===== src/rtl/mult_seq_ctrl.sv =====
// Sequential shift-add multiplier: one multiplier bit per cycle, signed via magnitude + fix-up.
// Fixed latency of WIDTH+3 cycles from START acceptance to the DONE pulse.
module mult_seq_ctrl #(
   parameter int unsigned WIDTH = 32
) (
   input  logic             CLK,
   input  logic             RESET,
   input  logic             START,
   input  logic             SIGNED_MODE,
   input  logic [WIDTH-1:0] A,
   input  logic [WIDTH-1:0] B,
   output logic             BUSY,
   output logic             DONE,
   output logic [WIDTH-1:0] HI,
   output logic [WIDTH-1:0] LO
);

   localparam int unsigned CntW = $clog2(WIDTH) + 1;

   typedef enum logic [2:0] {StIdle, StSetup, StIter, StSign, StDone} state_e;

   state_e             state_q;
   logic               signed_q;
   logic               neg_q;
   logic [WIDTH-1:0]   a_q;
   logic [WIDTH-1:0]   b_q;
   logic [2*WIDTH-1:0] mcand_q;
   logic [2*WIDTH-1:0] acc_q;
   logic [CntW-1:0]    cnt_q;

   logic [WIDTH-1:0]   mag_a;
   logic [WIDTH-1:0]   mag_b;
   logic [2*WIDTH-1:0] result;

   // Negating the most-negative value yields 2^(WIDTH-1), which fits unsigned.
   always_comb begin
      mag_a  = a_q;
      mag_b  = b_q;
      result = acc_q;
      if (signed_q && a_q[WIDTH-1]) mag_a = -a_q;
      if (signed_q && b_q[WIDTH-1]) mag_b = -b_q;
      if (neg_q) result = -acc_q;
   end

   always_ff @(posedge CLK) begin
      if (RESET) begin
         state_q  <= StIdle;
         signed_q <= 1'b0;
         neg_q    <= 1'b0;
         a_q      <= '0;
         b_q      <= '0;
         mcand_q  <= '0;
         acc_q    <= '0;
         cnt_q    <= '0;
         BUSY     <= 1'b0;
         DONE     <= 1'b0;
         HI       <= '0;
         LO       <= '0;
      end else begin
         unique case (state_q)
            StIdle: begin
               if (START) begin
                  a_q      <= A;
                  b_q      <= B;
                  signed_q <= SIGNED_MODE;
                  BUSY     <= 1'b1;
                  state_q  <= StSetup;
               end
            end
            StSetup: begin
               // A zero product is never negated.
               neg_q   <= signed_q & (a_q[WIDTH-1] ^ b_q[WIDTH-1]) & (|a_q) & (|b_q);
               mcand_q <= {{WIDTH{1'b0}}, mag_a};
               b_q     <= mag_b;
               acc_q   <= '0;
               cnt_q   <= '0;
               state_q <= StIter;
            end
            StIter: begin
               // mcand_q holds magA << cnt_q, so no barrel shifter is needed.
               if (b_q[0]) acc_q <= acc_q + mcand_q;
               mcand_q <= mcand_q << 1;
               b_q     <= b_q >> 1;
               cnt_q   <= cnt_q + CntW'(1);
               if (cnt_q == CntW'(WIDTH - 1)) state_q <= StSign;
            end
            StSign: begin
               HI      <= result[2*WIDTH-1:WIDTH];
               LO      <= result[WIDTH-1:0];
               DONE    <= 1'b1;
               state_q <= StDone;
            end
            StDone: begin
               DONE    <= 1'b0;
               BUSY    <= 1'b0;
               state_q <= StIdle;
            end
            default: state_q <= StIdle;
         endcase
      end
   end

endmodule

===== config.mk =====
export PLATFORM = sky130hd
export DESIGN_NAME = mult_seq_ctrl
export DESIGN_NICKNAME = d
export VERILOG_FILES = /design/src/rtl/mult_seq_ctrl.sv
export SDC_FILE = /design/constraint.sdc
export NUM_CORES = 1
export LEC_CHECK = 0
export ABC_AREA = 1
export BUFFER_PORTS_ARGS = -buffer_cell sky130_fd_sc_hd__buf_4
export CELL_PAD_IN_SITES_DETAIL_PLACEMENT = 2
export CELL_PAD_IN_SITES_GLOBAL_PLACEMENT = 2
export CORE_MARGIN = 1.5
export CORE_UTILIZATION = 30
export CTS_BUF_LIST = sky130_fd_sc_hd__clkbuf_4
export CTS_CLUSTER_SIZE = 24
export DETAILED_ROUTE_END_ITERATION = 10
export GPL_ROUTABILITY_DRIVEN = 0
export HOLD_SLACK_MARGIN = 0.12
export PLACE_DENSITY = 0.88
export SLEW_MARGIN = 20
export SYNTH_ARGS = -nofsm -noshare
export SYNTH_HDL_FRONTEND = slang
export SYNTH_SLANG_ARGS = --single-unit

===== constraint.sdc =====
create_clock -name CLK -period 1.8 [get_ports CLK]
set_input_delay 0.18 -clock CLK [delete_from_list [all_inputs] [get_ports CLK]]
set_output_delay 0.18 -clock CLK [all_outputs]
set_load 0.005 [all_outputs]

==> results of run 1 <==
==> logic make-up after synthesis <==
family	share of synthesized area
AND/OR/NAND/NOR	0.3793
buffers and inverters	0.1258
AO/OA/AOI/OAI	0.1588
flip-flops	0.2756
adder cells (fa/ha/maj)	0.04393
XOR/XNOR	0.01659
==> metrics by stage <==
stage / cells / setup TNS (ns) / utilization
3_3_place_gp: 4652 / -20.85 / 0.3882
3_5_place_dp: 4652 / -53.23 / 0.3882
2_1_floorplan: 3297 / -0.08551 / -
==> impl_results.md, run 1 <==
- Status: stopped before the end
- Last stage reached: clock tree synthesis
- Err: [ERROR DPL-0033] detailed placement checks failed during check placement.
- Post-DP HPWL: 97,380 microns
- Syn Nets: 3,433
- Area post-placement: 25,020 sq um
- Max clock buf depth: 3
- Die X: between 200 and 300 microns
- Yosys warns: 0
- Syn_area_per_cell: a little under 6 sq um
- # hold bufs at CTS: 73
- Sequential area share after synthesis: 0.2757
- Count of state elements after synthesis: 269
- Post-cts resize count: 1,269
- I/O Buffers: between 100 and 150
- Starting Density: 0.3031
- Clk sink count: roughly 270
- Synth cell types: 51
- Row count: 93
- Pre-CTS setup slack: -1.575 ns
- Num CTS Buffers: 82
- Synth top area cells: dfxtp_1, nand2_1, inv_1, a21oi_1, nand3_1
- Clk Tree Root Cell: clkbuf_4
- Synth area leader: dfxtp_1
- Max H-tree Level: 3
- Post-synthesis cell area: 19,540 sq um
- Gate Count Post-Synth: 3,297
- Postcts setup bufs: 137
- Fraction of registers with async set/reset: 0
- Count leader, synth: nand2_1
- IO Count: between 100 and 150
- Synth top cells by count: nand2_1, inv_1, nor2_1, a21oi_1, dfxtp_1
- Die Y: about 260 microns
- Synth top area share: 0.2757
- Ys flop type: dfxtp_1
- Post-synth EDFFs: 0
==> inputs of run 2 (changes only) <==
==> config.mk (replaced) <==
export PLATFORM = sky130hd
export DESIGN_NAME = mult_seq_ctrl
export DESIGN_NICKNAME = d
export VERILOG_FILES = /design/src/rtl/mult_seq_ctrl.sv
export SDC_FILE = /design/constraint.sdc
export NUM_CORES = 1
export LEC_CHECK = 0
export ABC_AREA = 1
export BUFFER_PORTS_ARGS = -buffer_cell sky130_fd_sc_hd__buf_4
export CORE_MARGIN = 1.5
export CORE_UTILIZATION = 35
export DETAILED_ROUTE_END_ITERATION = 10
export GPL_ROUTABILITY_DRIVEN = 0
export PLACE_DENSITY_LB_ADDON = 0.15
export SLEW_MARGIN = 20
export SYNTH_ARGS = -nofsm -noshare
export SYNTH_HDL_FRONTEND = slang
export SYNTH_SLANG_ARGS = --single-unit
==> constraint.sdc (replaced) <==
create_clock -name CLK -period 2.3 [get_ports CLK]
set_input_delay 0.23 -clock CLK [delete_from_list [all_inputs] [get_ports CLK]]
set_output_delay 0.23 -clock CLK [all_outputs]
set_load 0.005 [all_outputs]
==> impl_results.md, run 2 <==
- Die Y: 239.3 microns
- F_max: 0.4584 GHz
- Syn Nets: roughly 3,400
- Unrepaired setup endpoints after global routing: true
- Clock latency on the worst-skew pair: roughly 0.55 ns
- Area Growth Syn to Fin: 24.48%
- Max clock buf depth: 3
- Switch share: 0.3514
- RR Startpoint: state_q[0]$_SDFFE_PP0P_
- CP Capture Type: register
- Count of state elements after synthesis: approximately 270
- Fraction of registers with async set/reset: 0
- VDD IR max: 0.0004510 V
- Worst path slowest cell: nor2_2
- Tcrit/Tclk final: 0.9484
- Clk sink count: about 270
- Synth top area share: 0.2757
- Worst EP required: about 2.8 ns
- Worst Reg-to-Reg Cells: 9
- Fin crit period: 2.181 ns
- Num CTS Buffers: 35
- Vias: 21,424
- Worst Setup Start Kind: register
- Critical path data arrival time: between 2 and 3 ns
- Largest net degree at the start of global routing: 116
- DRT Pass-1 Iters: 6
- Reg2Reg Setup Slack: 0.12 ns
- DR WL/cell: roughly 16 microns
- Syn_area_per_cell: 5.925 sq um
- Commonest non-fill, non-tap cells in the layout: nand2_1, inv_1, a21oi_1
- Ys flop type: dfxtp_1
- Post-synth EDFFs: 0
- Power share of the sequential group: 0.370
- Sequential area share after synthesis: 0.2757
- Synth top area cells: dfxtp_1, nand2_1, inv_1, a21oi_1, nand3_1
- Nets: 3,712
- Pwr Total: 14.93 mW
- Row count: 86
- Full die area: 57,240 sq um
- Status: finished clean
- Crit path cell chain: nor2_1 > inv_2 > nor2_4 > inv_2 > nor2_4 > buf_4 > nor2_2 > nand2_1 > a21oi_1
- Area post-placement: ~22,000 sq um
- Slew HR: 0.3420
- Final Hold Fails: 0
- Max incr delay on CP: 0.77 ns
- Initial drt markers: 1,643
- Max H-tree Level: 2
- Initial antenna violation count: 1
- I/O Buffers: between 100 and 150
- CP Class: register to register
- P_sw: 5.245 mW
- Post-synthesis cell area: roughly 20,000 sq um
- Fin. max-slew vios: 0
- Biggest regs: acc_q (64), mcand_q (64)
- Overall Global Routing Usage: 0.2433
- Synth area leader: dfxtp_1
- Cell leakage power: 12.08 nW
- Post-Route WL: 70,480 microns
- DRC errors left: 0
- Clk pwr share: 0.368
- Clock Skew: approximately 0.014 ns
- Gate Count Post-Synth: 3,297
- Hold Crit Class: input port to register
- CP endpoint: acc_q[21]$_SDFFE_PP0P_
- Die X: 239.3 microns
- Worst-Margin Slew: just under 1 ns
- Drt via density: 4.924
- First-pass GRT wire length: between 100,000 and 150,000 microns
- Grt ovf: 0
- Final instance area: 24,320 sq um
- Max Cap Violations: 0
- Yosys warns: 0
- Start point of the critical path: state_q[0]$_SDFFE_PP0P_
- Comb pwr share: 0.262
- Leading cell type in the layout, fill and taps excluded: nand2_1
- Hold path cells: 3
- Synth top cells by count: nand2_1, inv_1, nor2_1, a21oi_1, dfxtp_1
- RR Endpoint: acc_q[21]$_SDFFE_PP0P_
- Diodes inserted: 0
- Final Setup Violations: 0
- Count leader, synth: nand2_1
- Starting Density: 0.3546
- Synth cell types: 51
- Clk Tree Root Cell: clkbuf_16
- Worst Path Max Fanout: 14
- Share of cells above drive strength 1: 0.1490
- Pint: 9.682 mW
- Worst-path clk slew: 0.06 ns
- IO Count: 134
- Antenna Violating Nets Remaining: 0
- Post-DP HPWL: 53,670 microns
- PD cells: about 600 nW/um^2
- Number of global-route vias before repair: 19,644
- CTS tree: built
- Core Region: 55,090 sq um
[run 2: logic make-up after synthesis]
family                     after synthesis  share of synthesized area
and+or+nand+nor                       1727                     0.3793
buffers and inverters                  635                     0.1258
adders and majority gates               68                    0.04393
xor gates and xnor gates                37                    0.01659
AOI/OAI and AO/OA                      561                     0.1588
DFF                                    269                     0.2756
[run 2: area by class of cell]
class,count,area (sq um)
fillers,6013,30770
multi-input cells,2394,11930
flip-flops and latches,269,5398
repair buffers,349,2930
inverters,527,1984
clock buffers,50,1023
well taps,748,935.9
clock inverters,14,115.1
[run 2: worst min path at each step]
| stage | from | to | slack, ns |
|---|---|---|---|
| after floorplan | B[10] | b_q[10]$_SDFFE_PP0P_ | 0.39 |
| after global placement | DONE$_SDFFE_PP0P_ | DONE$_SDFFE_PP0P_ | 0.46 |
| after detailed placement | BUSY$_SDFFE_PP0P_ | BUSY$_SDFFE_PP0P_ | 0.46 |
| after CTS | B[7] | b_q[7]$_SDFFE_PP0P_ | 0.005 |
| after global routing | A[22] | a_q[22]$_SDFFE_PP0P_ | 0.02 |
| final | A[25] | a_q[25]$_SDFFE_PP0P_ | 0.02 |
[run 2: worst max-delay path, delay by kind of cell (launching register included)]
kind | cells | cell delay [ns]
AO/OA/AOI/OAI | 1 | 0.17
flip-flops | 1 | 0.41
buffers and inverters | 3 | 0.38
AND/OR/NAND/NOR | 5 | 1.13
[run 2: routing by layer]
| layer | vias to the layer above | wire [microns] | global-route usage |
|---|---|---|---|
| li1 | 11126 | - | - |
| met1 | 9616 | 34660 | 0.3592 |
| met2 | 573 | 29060 | 0.3620 |
| met3 | 109 | 4710 | 0.03480 |
| met4 | 0 | 2050 | 0.07307 |
| met5 | - | 0 | 0 |
[run 2: timing repair]
action | 4_1_cts | 5_1_grt
hold buffers | 57 | 0
resized for setup | 0 | 73
endpoints found under the setup margin | 0 | 46
hold endpoints to repair | 57 | 0
buffers inserted | 0 | 6
[run 2: power by group through the flow]
stage | clock network (mW) | registers (mW) | logic (mW)
after global routing | 5.79 | 5.58 | 4.39
after CTS | 5.65 | 5.51 | 3.83
final | 5.49 | 5.52 | 3.91
after detailed placement | 0 | 5.61 | 3.74
after global placement | 0 | 5.61 | 3.74
after floorplan | 0 | 5.47 | 2.60
[run 2: through the flow]
| stage | setup WS, ns | std cells | hold WS (ns) | TNS (ns) | util |
|---|---|---|---|---|---|
| CTS | 0.06029 | 4343 | 0.005351 | 0 | 0.4356 |
| finish | 0.1186 | 4351 | 0.01826 | 0 | 0.4414 |
| floorplan | 0.3877 | 3297 | 0.3909 | 0 | - |
| global route | -0.03936 | 4351 | 0.02137 | -0.1119 | 0.4414 |
| global placement | 0.07407 | 4222 | 0.4558 | 0 | 0.4046 |
| detailed placement | 0.08940 | 4222 | 0.4566 | 0 | 0.4046 |
Note: power is estimated with default switching activity, not from simulation.
